--- src/rtl/shift_sequencer_pkg.sv ---
// Shared definitions for the shift sequencer.
// Contents:
//   op_t    - shift operation codes (SLL, SRL, SRA, ROTR)
//   state_t - 2-bit FSM state encodings (IDLE, SHIFT, DONE)
package shift_sequencer_pkg;

  typedef enum logic [1:0] {
    OP_SLL  = 2'b00,
    OP_SRL  = 2'b01,
    OP_SRA  = 2'b10,
    OP_ROTR = 2'b11
  } op_t;

  typedef enum logic [1:0] {
    ST_IDLE  = 2'd0,
    ST_SHIFT = 2'd1,
    ST_DONE  = 2'd2
  } state_t;

endpackage

--- src/rtl/shift_stage.sv ---
// Single shared shift stage: shifts the operand by 2^k positions.
// Fill rules: SLL zero-fills the LSBs, SRL zero-fills the MSBs, SRA
// replicates the current MSB, ROTR wraps the low 2^k bits into the MSBs.
// Ports:
//   data    in  WIDTH  operand
//   k       in  SHW    stage index (shift by 2^k)
//   op      in  op_t   operation
//   shifted out WIDTH  stage result
module shift_stage
  import shift_sequencer_pkg::*;
#(
  parameter int WIDTH = 32,
  localparam int SHW  = $clog2(WIDTH)
) (
  input  logic [WIDTH-1:0] data,
  input  logic [SHW-1:0]   k,
  input  op_t              op,
  output logic [WIDTH-1:0] shifted
);

  // One constant-distance candidate per stage index; k selects one of them.
  logic [WIDTH-1:0] cand [SHW];

  generate
    for (genvar gi = 0; gi < SHW; gi++) begin : g_stage
      localparam int S = 1 << gi;
      always_comb begin
        cand[gi] = data;
        case (op)
          OP_SLL:  cand[gi] = {data[WIDTH-1-S:0], {S{1'b0}}};
          OP_SRL:  cand[gi] = {{S{1'b0}}, data[WIDTH-1:S]};
          OP_SRA:  cand[gi] = {{S{data[WIDTH-1]}}, data[WIDTH-1:S]};
          OP_ROTR: cand[gi] = {data[S-1:0], data[WIDTH-1:S]};
          default: cand[gi] = data;
        endcase
      end
    end
  endgenerate

  always_comb begin
    shifted = data;
    for (int i = 0; i < SHW; i++) begin
      if (k == i[SHW-1:0]) shifted = cand[i];
    end
  end

endmodule

--- src/rtl/shift_sequencer.sv ---
// Multi-cycle variable shifter for the MIPS datapath. A request accepted
// over in_valid/in_ready is shifted by applying one shared 2^k stage per
// set bit of the shift amount (LSB first); the result is offered over
// out_valid/out_ready and held until taken.
// Ports:
//   clk, rst_n          clock, asynchronous active-low reset
//   in_valid/in_ready   request handshake (in_ready high only in IDLE)
//   in_data, in_shamt   operand and shift amount
//   in_op               00 SLL, 01 SRL, 10 SRA, 11 ROTR
//   out_valid/out_ready result handshake
//   out_data            shifted result
//   busy                high while SHIFT or DONE
module shift_sequencer
  import shift_sequencer_pkg::*;
#(
  parameter int WIDTH = 32,
  localparam int SHW  = $clog2(WIDTH)
) (
  input  logic             clk,
  input  logic             rst_n,
  input  logic             in_valid,
  output logic             in_ready,
  input  logic [WIDTH-1:0] in_data,
  input  logic [SHW-1:0]   in_shamt,
  input  logic [1:0]       in_op,
  output logic             out_valid,
  input  logic             out_ready,
  output logic [WIDTH-1:0] out_data,
  output logic             busy
);

  state_t           state_reg, state_next;
  logic [WIDTH-1:0] data_reg,  data_next;
  logic [SHW-1:0]   shamt_reg, shamt_next;
  op_t              op_reg,    op_next;
  logic [SHW-1:0]   k_reg,     k_next;

  logic [WIDTH-1:0] stage_data;
  logic [SHW-1:0]   shamt_above;  // shamt_reg >> k: bit 0 is the current bit
  logic             last_step;    // no set bits remain above k

  shift_stage #(.WIDTH(WIDTH)) u_stage (
    .data    (data_reg),
    .k       (k_reg),
    .op      (op_reg),
    .shifted (stage_data)
  );

  assign shamt_above = shamt_reg >> k_reg;
  assign last_step   = ((shamt_above >> 1) == '0);

  always_ff @(posedge clk or negedge rst_n) begin
    if (!rst_n) begin
      state_reg <= ST_IDLE;
      data_reg  <= '0;
      shamt_reg <= '0;
      op_reg    <= OP_SLL;
      k_reg     <= '0;
    end else begin
      state_reg <= state_next;
      data_reg  <= data_next;
      shamt_reg <= shamt_next;
      op_reg    <= op_next;
      k_reg     <= k_next;
    end
  end

  always_comb begin
    state_next = state_reg;
    data_next  = data_reg;
    shamt_next = shamt_reg;
    op_next    = op_reg;
    k_next     = k_reg;
    case (state_reg)
      ST_IDLE: begin
        if (in_valid) begin
          data_next  = in_data;
          shamt_next = in_shamt;
          op_next    = op_t'(in_op);
          k_next     = '0;
          state_next = (in_shamt == '0) ? ST_DONE : ST_SHIFT;
        end
      end
      ST_SHIFT: begin
        if (shamt_above[0]) data_next = stage_data;
        // Stopping on the highest set bit keeps k within 0..SHW-1.
        if (last_step) state_next = ST_DONE;
        else           k_next     = k_reg + {{(SHW-1){1'b0}}, 1'b1};
      end
      ST_DONE: begin
        if (out_ready) state_next = ST_IDLE;
      end
      default: state_next = ST_IDLE;
    endcase
  end

  assign in_ready  = (state_reg == ST_IDLE);
  assign out_valid = (state_reg == ST_DONE);
  assign busy      = (state_reg != ST_IDLE);
  assign out_data  = data_reg;

endmodule

--- config.mk ---
export PLATFORM = sky130hd
export DESIGN_NAME = shift_sequencer
export DESIGN_NICKNAME = d
export VERILOG_FILES = /design/src/rtl/shift_sequencer_pkg.sv /design/src/rtl/shift_stage.sv /design/src/rtl/shift_sequencer.sv
export SDC_FILE = /design/constraint.sdc
export NUM_CORES = 1
export LEC_CHECK = 0
export CORE_MARGIN = 4
export CORE_UTILIZATION = 55
export CTS_CLUSTER_DIAMETER = 100
export DETAILED_ROUTE_END_ITERATION = 10
export PLACE_DENSITY = 0.83
export SYNTH_ARGS = -nofsm -noshare
export SYNTH_HDL_FRONTEND = slang
export SYNTH_SLANG_ARGS = --single-unit
export TNS_END_PERCENT = 100
--- constraint.sdc ---
create_clock -name clk -period 2.7 [get_ports clk]
set_input_delay 0.81 -clock clk [delete_from_list [all_inputs] [get_ports clk]]
set_output_delay 0.81 -clock clk [all_outputs]
set_load 0.02 [all_outputs]
# Word-level counts from Yosys, hierarchy flattened
# Index checks and enable logic that the tools add are counted.
[word_totals]
reg_bits = 46
in_bits = 43
[classes]
eq_ne = 20
n_mux = 21
add_sub_neg = 1
n_shift = 1
n_reduce_logical = 12
[op_table]
columns = ["operator", "count"]
rows = [
  ["32-bit case mux with 4 select lines", 5],
  ["32-bit two-way mux", 7],
  ["32-bit case mux with 2 select lines", 1],
  ["5-bit logical NOT", 3],
  ["3-bit inequality test, second input constant", 5],
  ["5-bit by 2-bit == test with 1-bit output, second input constant", 2],
  ["5-bit two-way mux", 2],
  ["5-bit case mux with 2 select lines", 1],
  ["9-bit AND reduction", 1],
  ["2-bit two-way mux", 4],
  ["2-bit inequality test, second input constant", 4],
  ["2-bit == test, second input constant", 3],
  ["6-bit by 1-bit inequality test with 1-bit output, second input constant", 1],
  ["2-bit case mux with 3 select lines", 1],
  ["3-bit AND reduction", 2],
  ["5-bit by 1-bit adder with 5-bit output, second input constant", 1],
  ["5-bit by 1-bit == test with 1-bit output, second input constant", 1],
  ["5-bit by 3-bit == test with 1-bit output, second input constant", 1],
  ["5-bit by 5-bit right shift with 5-bit output", 1],
  ["2-bit by 1-bit == test with 1-bit output, second input constant", 2],
  ["2-bit logical NOT", 2],
  ["4-bit AND reduction", 1],
  ["2-bit nonzero test", 2],
  ["2-bit by 1-bit inequality test with 1-bit output, second input constant", 1],
  ["2-bit AND reduction", 1],
]

# Depth between registers and ports, before layout
# Gate-level depths: netlist of run 1.
[logic_depth]
ltp_word = 9
ltp_mapped = 10
ltp_nobuf = 7

# Cells and area by module
# A second synthesis of run 1 with hierarchy kept.
[hier_totals]
hier_cells = 704
area_unflattened_um2 = 5112.4
[modules_own_cells]
columns = ["module", "instances", "area_per_inst_um2", "cells_each"]
rows = [
  ["shift_sequencer", 1, 2560.0, 252],
  ["shift_stage", 1, 2552.4, 452],
]

# Worst setup path after synthesis of run 1
# Ideal clock, no wire load.
[synth_path]
path_type = "register to register"
start = "reg k_reg[0]"
end = "reg data_reg[7], in the netlist out_data[7]"
setup_ps = 125
path_stages_with_launch = 10
arrival_time_ps = 2182
path_slack_ps = 393
cell_sequence = "dfrtp_1 -> inv_2 -> ha_1 -> buf_2 -> nor2_1 -> clkbuf_1 -> o211ai_1 -> a311oi_1 -> a311oi_1 -> mux2_2"
[synth_between]
elab_chain_cells = 7
elab_cells_between_ends = 15
classes_between = "6 x eq/ne; 1 x shift; 6 x mux; 2 x reduce/logical"
[synth_lines]
columns = ["element", "line", "rtl"]
rows = [
  ["from (decl)", "shift_sequencer.sv:36", "logic [SHW-1:0] k_reg, k_next;"],
  ["from (signal assigned)", "shift_sequencer.sv:64", "k_reg <= k_next;"],
  ["5-bit by 1-bit == test with 1-bit output", "shift_stage.sv:43", "if (k == i[SHW-1:0]) shifted = cand[i];"],
  ["32-bit two-way mux (4 in series)", "shift_stage.sv:43", ""],
  ["32-bit two-way mux", "shift_sequencer.sv:85", "if (shamt_above[0]) data_next = stage_data;"],
  ["32-bit case mux with 2 select lines", "shift_sequencer.sv:74", "case (state_reg)"],
  ["to (signal assigned)", "shift_sequencer.sv:61", "data_reg <= data_next;"],
  ["to (decl)", "shift_sequencer.sv:33", "logic [WIDTH-1:0] data_reg, data_next;"],
]
# Several ways; a longest one is shown, not always the timed one. The select of a mux whose other input is x is not followed.
# A chain may end at the register's enable or synchronous reset.

# Worst setup path in the final report of run 1
[layout_path]
start = "reg k_reg[1]"
end = "reg data_reg[12], in the netlist out_data[12]"
# The elaborated chain is that of the path after synthesis.

==> qor.txt, run 1 <==
==================================================================================================
Synthesized-area fraction occupied by ao, oa, aoi and oai cells .....................        34.7%
Area fraction of the dominant cell type after synthesis .............................        24.9%
Worst-case vdd ir drop ..............................................................      1.10 mV
Maximum number of pins on one net before global-route repair ........................           47
Global routing met3 resource utilization ............................................        9.96%
Flip-flop count of the largest register, all copies and words added .................           32
Crit Path Max Fanout ................................................................           18
CP endpoint kind ....................................................................         flop
Combinational family with the most area after synthesis ............................. compound AO/OA/AOI/OAI gates
Net count of the mapped netlist .....................................................          634
Via/cell ratio ......................................................................         7.64
Max-cap violations ..................................................................            0
Placed Instance Area ................................................................ 0.00582 mm^2
Worst Tran Pin Value ................................................................     0.872 ns
CTS Sinks ...........................................................................           46
Power Total .........................................................................      8.62 mW
Width of the chip ...................................................................      99.7 um
Count of final setup violators ......................................................            0
Final non-filler cell area .......................................................... 0.00592 mm^2
Detailed placer's ending HPWL .......................................................      15.1 mm
Number of placed I/O pins ...........................................................           78
Die boundary height .................................................................      99.7 um
Routed wire length ..................................................................      21.1 mm
Worst slack at placement ............................................................     0.130 ns
Setup repair after global routing missed its margin .................................        false
Die outline area .................................................................... 0.00994 mm^2
Fraction of the mapped netlist area in adder cells ..................................        1.08%
Number of synthesized flops with an enable pin ......................................            0
Max Freq ............................................................................      384 MHz
Initial Utilization .................................................................        56.3%
First-pass detailed-route iteration total ...........................................            9
Drt first-iter violations ...........................................................         1029
Number of clock buffers inserted by TritonCTS .......................................            5
Post-Syn Area ....................................................................... 0.00462 mm^2
P per Cell Area ..................................................................... 1460 mW/mm^2
Synthesis-to-layout area growth .....................................................        27.9%
Total count of max-transition violations in the final report ........................            0
Placer's final routability congestion estimate ......................................         1.15
Total negative setup slack ..........................................................         0 ns
Antenna violation net count after detailed routing ..................................            0
Cell types with the largest area share after synthesis .............................. dfrtp_1, a21oi_1, a311oi_1
CTS tree ............................................................................        built
Xor/xnor share of the synthesized area ..............................................       0.189%
Leakage component of the power ......................................................      2.29 nW
CTS Hold Buffers Added ..............................................................            0
Netlist cell types ..................................................................           72
Critical path launch point type .....................................................         flop
Synthesized instance count ..........................................................          587
Post-synthesis average cell area ....................................................    7.88 um^2
Cell types with the highest counts after synthesis .................................. nand2_1, dfrtp_1, a21oi_1
Antenna violations before repair ....................................................            0
Vias post-DR ........................................................................         6024
Global routing usage on met2 ........................................................        61.6%
GRT Max-Usage Layer .................................................................         met2
Post-detailed-route DRC marker count ................................................            0
Depth of the worst register-to-register path ........................................            7
Post-route worst setup slack ........................................................    0.0948 ns
Final hold violation count ..........................................................            0
Area leader, netlist ................................................................      dfrtp_1
Aggregate global routing overflow ...................................................            0
Clock transition time at the flip-flop clock pins of the worst setup and hold paths .      0.11 ns
Clock root buffer ...................................................................     clkbuf_8
Clock Skews .........................................................................   0.00727 ns
Yosys reg bits ......................................................................           46
PortBufs ............................................................................           77
Inserted Diodes .....................................................................            0
Classification of the worst-slack hold path ......................................... primary input to asynchronous set/reset pin
Minimum clock period ................................................................      2.61 ns
Level count of the clock H-tree .....................................................            2
FFs w/ async S/R, synth .............................................................         100%
Final worst-path cycle share ........................................................        96.5%
Hold Slack ..........................................................................     0.467 ns
Tightest slew margin relative to the limit ..........................................        41.8%
Cell Rows ...........................................................................           33
Part of the Yosys area used for sequential elements .................................        24.9%
Number of global-route vias before repair ...........................................         5795
Start-to-end type of the worst setup path ........................................... flop to flop
Wire length of the first global-routing pass ........................................      32.5 mm
Data arrival time of the critical path ..............................................      2.80 ns
Top FF cell, synth ..................................................................      dfrtp_1
PostCTS Resize Cnt ..................................................................            0
Maximum clock insertion buffer count ................................................            2
Layout Nets .........................................................................          729
Average routed wire per standard cell ...............................................      26.8 um
Required time at the endpoint of the critical path ..................................      2.89 ns
Most frequent cell after synthesis ..................................................      nand2_1
Placeable Area ...................................................................... 0.00822 mm^2
Layout cells sized above 1 ..........................................................        18.3%
Post-synthesis share of cell area spent on and, or, nand and nor gates ..............        26.8%
Number of warnings issued by yosys ..................................................            0
Clock latency reported for the late side of the worst-skew pair .....................      0.32 ns
Share of cell area taken by muxes after synthesis ...................................        5.49%
Number of buffers inserted to repair setup after CTS ................................            0
Aggregate global-route resource usage ...............................................        41.7%
Met1 usage ..........................................................................        55.0%
Result of the run ...................................................................    completed
==================================================================================================
==> cell usage in the layout, fill, tap and decap left out, types with 4 or more instances in the layout <==
| cell type | Yosys | final |
|---|---|---|
| a211oi_1 | 10 | 10 |
| a21oi_1 | 44 | 44 |
| a221oi_1 | 7 | 7 |
| a2bb2oi_1 | 6 | 6 |
| a311oi_1 | 23 | 23 |
| a31oi_1 | 26 | 26 |
| and2_1 | 12 | 12 |
| buf_12 | 0 | 4 |
| buf_4 | 2 | 67 |
| clkbuf_8 | 0 | 5 |
| clkdlybuf4s50_1 | 0 | 76 |
| dfrtp_1 | 46 | 44 |
| ha_1 | 4 | 4 |
| inv_1 | 4 | 4 |
| mux2_2 | 14 | 14 |
| mux2i_1 | 4 | 4 |
| nand2_1 | 52 | 52 |
| nand2b_1 | 5 | 5 |
| nand3_1 | 29 | 29 |
| nand4_1 | 10 | 10 |
| nor2_1 | 34 | 33 |
| nor2b_1 | 5 | 4 |
| nor3_1 | 13 | 13 |
| nor3b_1 | 5 | 5 |
| o211ai_1 | 16 | 16 |
| o21a_1 | 5 | 5 |
| o21ai_0 | 36 | 36 |
| o21ai_1 | 12 | 12 |
| o22ai_1 | 5 | 5 |
| o31ai_1 | 15 | 15 |
| or3b_1 | 12 | 12 |
| or3b_2 | 11 | 11 |
| or4_1 | 5 | 5 |
==> through the flow <==
stage,instances,util (%)
finish,788,72.0
global route,788,72.0
CTS,788,72.0
detailed placement,780,70.8
global placement,780,70.8
floorplan,587,-
==> per-layer routing <==
layer / part of all wire, % / up-vias
met5: 0 / -
met4: 8.2 / 0
met3: 14 / 208
met2: 42 / 587
met1: 36 / 2740
li1: - / 2489
==> kinds of logic after synthesis <==
kind of cell               Yosys count
muxes                               21
adders and majority gates            4
xor gates and xnor gates             1
and+or+nand+nor                    215
DFF                                 46
AOI/OAI and AO/OA                  235
buffers and inverters               65
==> cell type report <==
| class | count | area [um^2] |
|---|---|---|
| Clock buffer | 5 | 68.8 |
| Clock inverter | 3 | 28.8 |
| Fill cell | 661 | 2300 |
| Inverter | 5 | 18.8 |
| Multi-Input combinational cell | 476 | 3170 |
| Sequential cell | 46 | 1150 |
| Tap cell | 105 | 131 |
| Timing Repair Buffer | 148 | 1350 |
==> path summary, 6_finish.rpt <==
check | slack (ns) | from | end
setup / recovery | 0.09 | k_reg[1]$_DFFE_PN0P_ | out_data[12]$_DFFE_PN0P_
hold / removal | 0.47 | rst_n | out_data[18]$_DFFE_PN0P_
setup reg to reg | 0.09 | k_reg[1]$_DFFE_PN0P_ | out_data[12]$_DFFE_PN0P_
hold reg to reg | 0.53 | shamt_reg[1]$_DFFE_PN0P_ | shamt_reg[1]$_DFFE_PN0P_
max in group asynchronous | 1.67 | rst_n | k_reg[3]$_DFFE_PN0P_
min in group clk | 0.53 | shamt_reg[1]$_DFFE_PN0P_ | shamt_reg[1]$_DFFE_PN0P_
==> where the power goes <==
group          switching (mW)  internal, mW  total (mW)
combinational            3.84          2.67        6.51
sequential              0.589          1.02        1.61
clock                   0.315         0.195       0.510
==> worst max-delay path, cell delays in order (launching register included) <==
cell	delay, ns
dfrtp_1	0.44
inv_1	0.18
ha_1	0.27
and4bb_1	0.80
buf_4	0.27
a31oi_1	0.07
a221oi_1	0.33
o31ai_1	0.12
No activity file was read; power rests on OpenSTA's default activity.
==> run 2, diff against run 1 <==
--- a/config.mk
+++ b/config.mk
@@ -10,6 +10,8 @@
 export CTS_CLUSTER_DIAMETER = 100
 export DETAILED_ROUTE_END_ITERATION = 10
 export PLACE_DENSITY = 0.83
+export REMOVE_ABC_BUFFERS = 1
+export SKIP_LAST_GASP = 1
 export SYNTH_ARGS = -nofsm -noshare
 export SYNTH_HDL_FRONTEND = slang
 export SYNTH_SLANG_ARGS = --single-unit
==> run 2 against run 1 <==
Against the previous run:
- global-route usage about the same
- flip-flop and latch count unchanged
- sequential power about the same
- clock-buffer cell count increased by 1
- critical endpoint is now out_data[23]$_DFFE_PN0P_
- largest power group unchanged
==> qor.txt, run 2 (synthesis results as in run 1) <==
==================================================================================================
Result of the run ...................................................................    completed
Width of the chip ...................................................................      99.7 um
Die outline area .................................................................... 0.00994 mm^2
Start-to-end type of the worst setup path ........................................... flop to flop
PortBufs ............................................................................           77
Worst path slowest cell .............................................................      a21oi_1
CP endpoint kind ....................................................................         flop
Placer's final routability congestion estimate ......................................         1.14
Final non-filler cell area .......................................................... 0.00596 mm^2
Count of final setup violators ......................................................            0
Die boundary height .................................................................      99.7 um
Commonest cells after routing, fill and taps aside .................................. clkdlybuf4s50_1, buf_4, nand2_1
Biggest cell delay along the critical path ..........................................      0.71 ns
Leakage component of the power ......................................................      2.31 nW
Detailed placer's ending HPWL .......................................................      15.0 mm
CTS Hold Buffers Added ..............................................................            0
Data arrival time of the critical path ..............................................      2.82 ns
Inserted Diodes .....................................................................            0
Level count of the clock H-tree .....................................................            2
Worst-case vdd ir drop ..............................................................     0.883 mV
Placeable Area ...................................................................... 0.00822 mm^2
Hold Slack ..........................................................................     0.468 ns
Final worst-path cycle share ........................................................        96.8%
Synthesis-to-layout area growth .....................................................        29.0%
Crit Path Max Fanout ................................................................            7
Cell family with most CP delay ...................................................... compound AO/OA/AOI/OAI gates
Aggregate global routing overflow ...................................................            0
Max Freq ............................................................................      383 MHz
Tightest slew margin relative to the limit ..........................................        39.1%
Post-detailed-route DRC marker count ................................................            0
Antenna violation net count after detailed routing ..................................            0
Initial Utilization .................................................................        56.3%
Required time at the endpoint of the critical path ..................................      2.90 ns
Count of buffering cells on the critical path with inverters included ...............            1
Flip-flop count of the largest register, all copies and words added .................           32
Antenna violations before repair ....................................................            0
First-pass detailed-route iteration total ...........................................            7
Wire length of the first global-routing pass ........................................      32.5 mm
Placed Instance Area ................................................................ 0.00586 mm^2
Maximum number of pins on one net before global-route repair ........................           47
Classification of the worst-slack hold path ......................................... primary input to asynchronous set/reset pin
Number of global-route vias before repair ...........................................         5850
Number of placed I/O pins ...........................................................           78
Cells along the critical path ....................................................... inv_1 -> ha_1 -> nand4bb_1 -> a21oi_1 -> a32o_1 -> o31ai_1 -> mux2_2
Average routed wire per standard cell ...............................................      26.2 um
Aggregate global-route resource usage ...............................................        41.7%
Layout cells sized above 1 ..........................................................        18.8%
Clock latency reported for the late side of the worst-skew pair .....................      0.31 ns
Minimum clock period ................................................................      2.61 ns
Final hold violation count ..........................................................            0
CTS tree ............................................................................        built
P per Cell Area ..................................................................... 1460 mW/mm^2
Clock transition time at the flip-flop clock pins of the worst setup and hold paths .      0.10 ns
Clock Skews .........................................................................   0.00452 ns
Via/cell ratio ......................................................................         7.48
Worst Tran Pin Value ................................................................     0.911 ns
Maximum clock insertion buffer count ................................................            2
Total count of max-transition violations in the final report ........................            0
Cell Rows ...........................................................................           33
Number of clock buffers inserted by TritonCTS .......................................            5
Vias post-DR ........................................................................         5918
Max-cap violations ..................................................................            0
Drt first-iter violations ...........................................................          874
Critical path launch point type .....................................................         flop
Most common cell after layout, fill and taps aside .................................. clkdlybuf4s50_1
Routed wire length ..................................................................      20.7 mm
Setup repair after global routing missed its margin .................................        false
CTS Sinks ...........................................................................           46
Clock root buffer ...................................................................     clkbuf_8
Layout Nets .........................................................................          732
==================================================================================================
run 2: metrics by stage:
stage                     worst slack (ns)  util (%)  setup TNS, ns  instances  total power [mW]
after floorplan                     -0.114         -          -1.13        527              4.92
after global placement               0.145      71.3              0        782              7.75
after detailed placement            0.0915      71.3              0        782              7.89
after CTS                           0.0758      72.4              0        790              8.39
after global routing               0.00731      72.6              0        791              9.07
final                               0.0868      72.6              0        791              8.70
run 2: where the power goes:
part / switching [mW] / internal, mW / total (mW)
sequential: 0.569 / 1.02 / 1.59
clock: 0.267 / 0.207 / 0.473
combinational: 3.87 / 2.76 / 6.63
run 2: worst paths after layout:
check / startpoint / endpoint / slack (ns) / cells past startpoint
max: k_reg[1]$_DFFE_PN0P_ / out_data[23]$_DFFE_PN0P_ / 0.09 / 7
min in group clk: shamt_reg[0]$_DFFE_PN0P_ / shamt_reg[0]$_DFFE_PN0P_ / 0.49 / 2
min: rst_n / out_data[12]$_DFFE_PN0P_ / 0.47 / 2
max reg2reg: k_reg[1]$_DFFE_PN0P_ / out_data[23]$_DFFE_PN0P_ / 0.09 / 7
max in group asynchronous: rst_n / op_reg[1]$_DFFE_PN0P_ / 1.98 / 2
min reg2reg: shamt_reg[0]$_DFFE_PN0P_ / shamt_reg[0]$_DFFE_PN0P_ / 0.49 / 2
run 2: layer usage:
layer | part of all wire (%) | vias to the layer above | global-route usage, %
met5 | 0 | - | 0
met4 | 7.2 | 0 | 22.3
met3 | 14 | 166 | 12.3
met2 | 43 | 533 | 64.1
met1 | 36 | 2725 | 52.7
li1 | - | 2494 | -
run 2: cell type report:
| cell class | count | area, um^2 |
|---|---|---|
| clock inverters | 2 | 12.5 |
| multi-input cells | 476 | 3170 |
| well taps | 105 | 131 |
| fillers | 627 | 2250 |
| repair buffers | 151 | 1400 |
| inverters | 5 | 18.8 |
| clock buffers | 6 | 82.6 |
| flip-flops and latches | 46 | 1150 |
run 2: timing repair:
action / CTS / global route
gates resized for setup: 0 / 2
setup endpoints to repair: 0 / 14
setup buffers: 0 / 1
